## config.mk

```make
export PLATFORM = sky130hd
export DESIGN_NAME = rx_ctrl
export DESIGN_NICKNAME = d
export VERILOG_FILES = /design/src/rtl/rx_ctrl.sv
export SDC_FILE = /design/constraint.sdc
export NUM_CORES = 1
export LEC_CHECK = 0
export BUFFER_PORTS_ARGS = -buffer_cell sky130_fd_sc_hd__buf_2
export CORE_MARGIN = 4
export CORE_UTILIZATION = 39
export DETAILED_ROUTE_END_ITERATION = 10
export PLACE_DENSITY = 0.66
export SYNTH_ARGS = -nofsm -noshare
export SYNTH_HDL_FRONTEND = slang
export SYNTH_SLANG_ARGS = --single-unit
```

## constraint.sdc

```tcl
create_clock -name clk -period 1.9 [get_ports clk]
set_input_delay 0.285 -clock clk [delete_from_list [all_inputs] [get_ports clk]]
set_output_delay 0.285 -clock clk [all_outputs]
set_load 0.01 [all_outputs]
```

## src/rtl/rx_ctrl.sv

```systemverilog
// Receive-side packet controller: validates the SYNC byte and writes data
// bytes to the RX FIFO. It flags framing, partial-byte and overflow errors,
// and tracks whether a packet is in progress.
module rx_ctrl #(
  parameter int unsigned MAX_BYTES = 64
) (
  input  logic       clk,
  input  logic       n_rst,
  input  logic       d_edge,
  input  logic       shift_enable,
  input  logic       eop,
  input  logic       byte_received,
  input  logic [7:0] rcv_data,
  output logic       rcving,
  output logic       w_enable,
  output logic       r_error,
  output logic [7:0] wr_data
);

  typedef enum logic [3:0] {
    IDLE,
    SYNC_WAIT,
    SYNC_CHECK,
    DATA_WAIT,
    STORE,
    EOP_GOOD,
    ERR_WAIT_EOP,
    EOP_ERR,
    ERR_IDLE
  } state_t;

  localparam logic [7:0] SYNC_PATTERN = 8'h80;
  localparam logic [7:0] MAX_CNT      = 8'(MAX_BYTES);

  state_t     state;
  logic [7:0] count;
  logic [7:0] sync_byte;
  logic       partial;
  logic       eop_sample;

  // EOP is only meaningful at a bit sample point.
  assign eop_sample = eop & shift_enable;

  // Packet FSM. All outputs are registered and are updated on the transition into a state.
  always_ff @(posedge clk or negedge n_rst) begin
    if (!n_rst) begin
      state     <= IDLE;
      rcving    <= 1'b0;
      w_enable  <= 1'b0;
      r_error   <= 1'b0;
      wr_data   <= 8'h00;
      count     <= 8'h00;
      sync_byte <= 8'h00;
      partial   <= 1'b0;
    end else begin
      w_enable <= 1'b0;
      case (state)
        IDLE, ERR_IDLE: begin
          if (d_edge) begin
            state   <= SYNC_WAIT;
            rcving  <= 1'b1;
            r_error <= 1'b0;
            count   <= 8'h00;
            partial <= 1'b0;
          end
        end
        SYNC_WAIT: begin
          if (eop_sample) begin
            state   <= EOP_ERR;
            r_error <= 1'b1;
          end else if (byte_received) begin
            state     <= SYNC_CHECK;
            sync_byte <= rcv_data;
          end
        end
        SYNC_CHECK: begin
          if (sync_byte == SYNC_PATTERN) begin
            state   <= DATA_WAIT;
            partial <= 1'b0;
          end else begin
            state   <= ERR_WAIT_EOP;
            r_error <= 1'b1;
          end
        end
        DATA_WAIT: begin
          if (eop_sample) begin
            // A byte completing in the same cycle as EOP is discarded and treated as an error.
            if (partial || byte_received) begin
              state   <= EOP_ERR;
              r_error <= 1'b1;
            end else begin
              state <= EOP_GOOD;
            end
          end else if (byte_received) begin
            partial <= 1'b0;
            if (count < MAX_CNT) begin
              state    <= STORE;
              wr_data  <= rcv_data;
              w_enable <= 1'b1;
            end else begin
              state   <= ERR_WAIT_EOP;
              r_error <= 1'b1;
            end
          end else if (shift_enable) begin
            partial <= 1'b1;
          end
        end
        STORE: begin
          if (count != 8'hFF) begin
            count <= count + 8'd1;
          end
          state <= DATA_WAIT;
        end
        ERR_WAIT_EOP: begin
          if (eop_sample) begin
            state   <= EOP_ERR;
            r_error <= 1'b1;
          end
        end
        EOP_GOOD: begin
          if (d_edge) begin
            state  <= IDLE;
            rcving <= 1'b0;
          end
        end
        EOP_ERR: begin
          if (d_edge) begin
            state  <= ERR_IDLE;
            rcving <= 1'b0;
          end
        end
        default: begin
          state  <= IDLE;
          rcving <= 1'b0;
        end
      endcase
    end
  end

endmodule

```

==> run summary <==
maximum number of pins on one net before global-route repair - 33
routed via count - 1,381
post-route setup TNS - 0 ns
Synth Flop Type - sky130_fd_sc_hd__dfrtp_1
worst-case clock buffer depth - 2
global placement routability congestion - 0.869
register clock-pin slew on the reported worst setup and hold paths - 0.07 ns
maximum net fanout on the critical path - 11
Die X-Extent - 74.3 um
wire length of the first global-routing pass - 6510 um
setup violators final - 0
combinational group share of total power - 0.417
synthesized cell area - 1710 um^2
share of flip-flops with an asynchronous set or reset - 1.00
met2 track demand over resource - 0.242
placement row count - 23
reg-to-reg endpoint - state[0]
maximum level of the CTS H-tree - 2
minimum setup slack among reg-to-reg paths - 0.15 ns
vias in the first global route - 1,371
number of nets still failing antenna checks after routing - 0
Worst EP arrival - 1.93 ns
measured slew at the worst slew-check pin - 0.723 ns
global-route track usage on met3 - 0.0432
cell count after synthesis - 160
total power of the final layout - 3.06 mW
cts bufs inserted - 5
DR pass1 iterations - 4
Post-Route WL - 3680 um
WL per Instance - 15.4 um
TritonCTS clock tree - built
count leader, synth - sky130_fd_sc_hd__dfrtp_1
Ys Warns - 0
final max-slew violation count - 0
area share of the largest cell type after synthesis - 0.468
total power divided by cell area - 1540 nW/um^2
crit-path max cell delay - 0.54 ns
Clk network pwr share - 0.176
Die Height - 74.3 um
Reg power frac - 0.407
HP Class - input port to asynchronous set/reset pin
final clock skew - 0.00511 ns
switching power summed over all nets - 1.18 mW
area of the die - 5510 um^2
capturing element of the worst setup path - state[0]
number of synthesized register bits - 32
detailed placement HPWL - 2690 um
critical path data required time - 2.08 ns
most numerous cell types in the synthesized netlist - sky130_fd_sc_hd__dfrtp_1 (32), sky130_fd_sc_hd__mux2_2 (17), sky130_fd_sc_hd__nand2_1 (12)
standard cell core area - 4120 um^2
top area cells in the synthesized netlist - sky130_fd_sc_hd__dfrtp_1 (47%), sky130_fd_sc_hd__mux2_2 (11%), sky130_fd_sc_hd__o21ai_0 (2.9%)
crit path max-delay cell type - sky130_fd_sc_hd__dfrtp_1
Final Hold Violating Endpoints - 0
Syn Area/Cell - 10.7 um^2
share of the yosys chip area belonging to registers - 0.468
internal power component - 1.87 mW
final net count - 204
worst skew pair latency - 0.29 ns
EDFF count, synth - 0
antenna diode instance count - 0
Unique masters post-synth - 50
outcome - finished clean
number of port buffers - 24
max_slew headroom - 0.518
Synth Net Count - 175
CTS root buf - sky130_fd_sc_hd__clkbuf_8
total congestion overflow after global routing - 0
ratio of final minimum period to clock period - 0.920
share of cells above drive strength 1 - 0.342
crit path launch type - flip-flop
largest area contributor in the synthesized netlist - sky130_fd_sc_hd__dfrtp_1
initial DRC count - 130
met1 track demand over resource in global routing - 0.196
setup repair after global routing missed its margin - false
kind of end point of the critical path - flip-flop
switching part of the total power - 0.387
Critical Path Start - state[0]
GR peak layer - met2
Tot GR Track Use - 0.156
effective utilization at floorplan - 0.416
Max VDD drop - 0.000753 V
R2R depth - 4
clock sinks - 32
number of remaining DRC errors - 0
top achievable clock speed - 0.572 GHz
static power due to leakage - 0.924 nW
max-cap violations - 0
final critical delay including setup and external delays - 1.75 ns
area grow syn2layout - 16.0%
type of the worst setup path - flip-flop to flip-flop
average via count per standard cell - 5.75
cells along the critical path - and2b_1, a21oi_1, o22a_1, mux2_2
Reg2Reg Launch Point - state[0]
number of top-level pins - 25
initial antenna violation count - 0
[timing repair]
item | CTS | global route
gates resized for setup | 0 | 2
setup endpoints to repair | 0 | 9
hold buffers | 0 | 0
setup buffers | 0 | 0
[area by class of cell]
cell class | instances | area, um^2
clock inverter | 3 | 23.8
multi-input combinational | 115 | 847
sequential | 32 | 803
clock buffer | 5 | 68.8
timing repair buffer | 29 | 158
inverter | 6 | 22.5
fill | 392 | 2130
tap | 50 | 62.6
[placed cells by master, fill, tap and decap left out, drive strengths merged, types with 2 or more instances in the layout]
cell	instances
dfrtp	32
buf	29
mux2	17
nand2	12
o21ai	10
nand3	10
nor2	8
a21oi	7
inv	6
clkbuf	5
o211ai	4
mux2i	4
xor2	3
nand4	3
nor3	2
and3	2
nor2b	2
o21bai	2
a31oi	2
o2bb2ai	2
clkinvlp	2
or4b	2
and2	2
nor4b	2
[power groups by stage]
stage,clock network [mW],registers (mW),logic [mW]
after CTS,0.558,1.24,1.28
after floorplan,0,1.15,0.996
final,0.537,1.24,1.27
after detailed placement,0,1.25,1.27
after global routing,0.591,1.28,1.42
after global placement,0,1.23,1.25
[worst max-delay path, delay by kind of cell, from the launching register on]
family | cells | cell delay [ns]
flip-flops | 1 | 0.54
AO/OA/AOI/OAI | 2 | 0.50
multiplexers | 1 | 0.35
AND/OR/NAND/NOR | 1 | 0.24
[worst min-delay path by stage]
stage	to	slack (ns)
floorplan	count[0]	-0.01
global placement	count[3]	0.37
detailed placement	count[2]	0.39
CTS	state[1]	0.07
global route	wr_data[7]	0.1
finish	count[2]	0.05
[sequential cells by signal, summed over array words and instances (netlist names)]
signal,flops
wr_data,8
sync_byte,8
rcving,1
state,4
partial,1
count,8
r_error,1
w_enable,1
[metal layers]
layer | routed length [um] | up-vias | part of all wire
met1 | 1620 | 676 | 0.44
li1 | - | 656 | -
met3 | 231 | 10 | 0.063
met5 | 0 | - | 0
met4 | 112 | 0 | 0.030
met2 | 1720 | 39 | 0.47
[kinds of logic (layout without fill, tap and decap cells)]
kind of cell / Yosys count / after routing / synth area share
AO/OA/AOI/OAI: 38 / 38 / 0.150
XOR/XNOR: 3 / 3 / 0.0154
adder cells (fa/ha/maj): 1 / 1 / 0.00731
buffers and inverters: 13 / 43 / 0.0373
flip-flops: 32 / 32 / 0.468
multiplexers: 21 / 21 / 0.135
AND/OR/NAND/NOR: 52 / 52 / 0.187
[metrics by stage]
stage | instances | instance area (um^2) | hold WS (ns) | utilization | worst slack, ns
3_3_place_gp | 232 | 1890 | 0.366 | 0.459 | 0.169
3_5_place_dp | 232 | 1890 | 0.387 | 0.459 | 0.0925
4_1_cts | 240 | 1980 | 0.0686 | 0.482 | 0.0699
6_report | 240 | 1990 | 0.0474 | 0.483 | 0.152
2_1_floorplan | 160 | 1710 | -0.0106 | - | 0.367
5_1_grt | 240 | 1990 | 0.0972 | 0.483 | 0.0357
No activity file was read; power rests on OpenSTA's default activity.
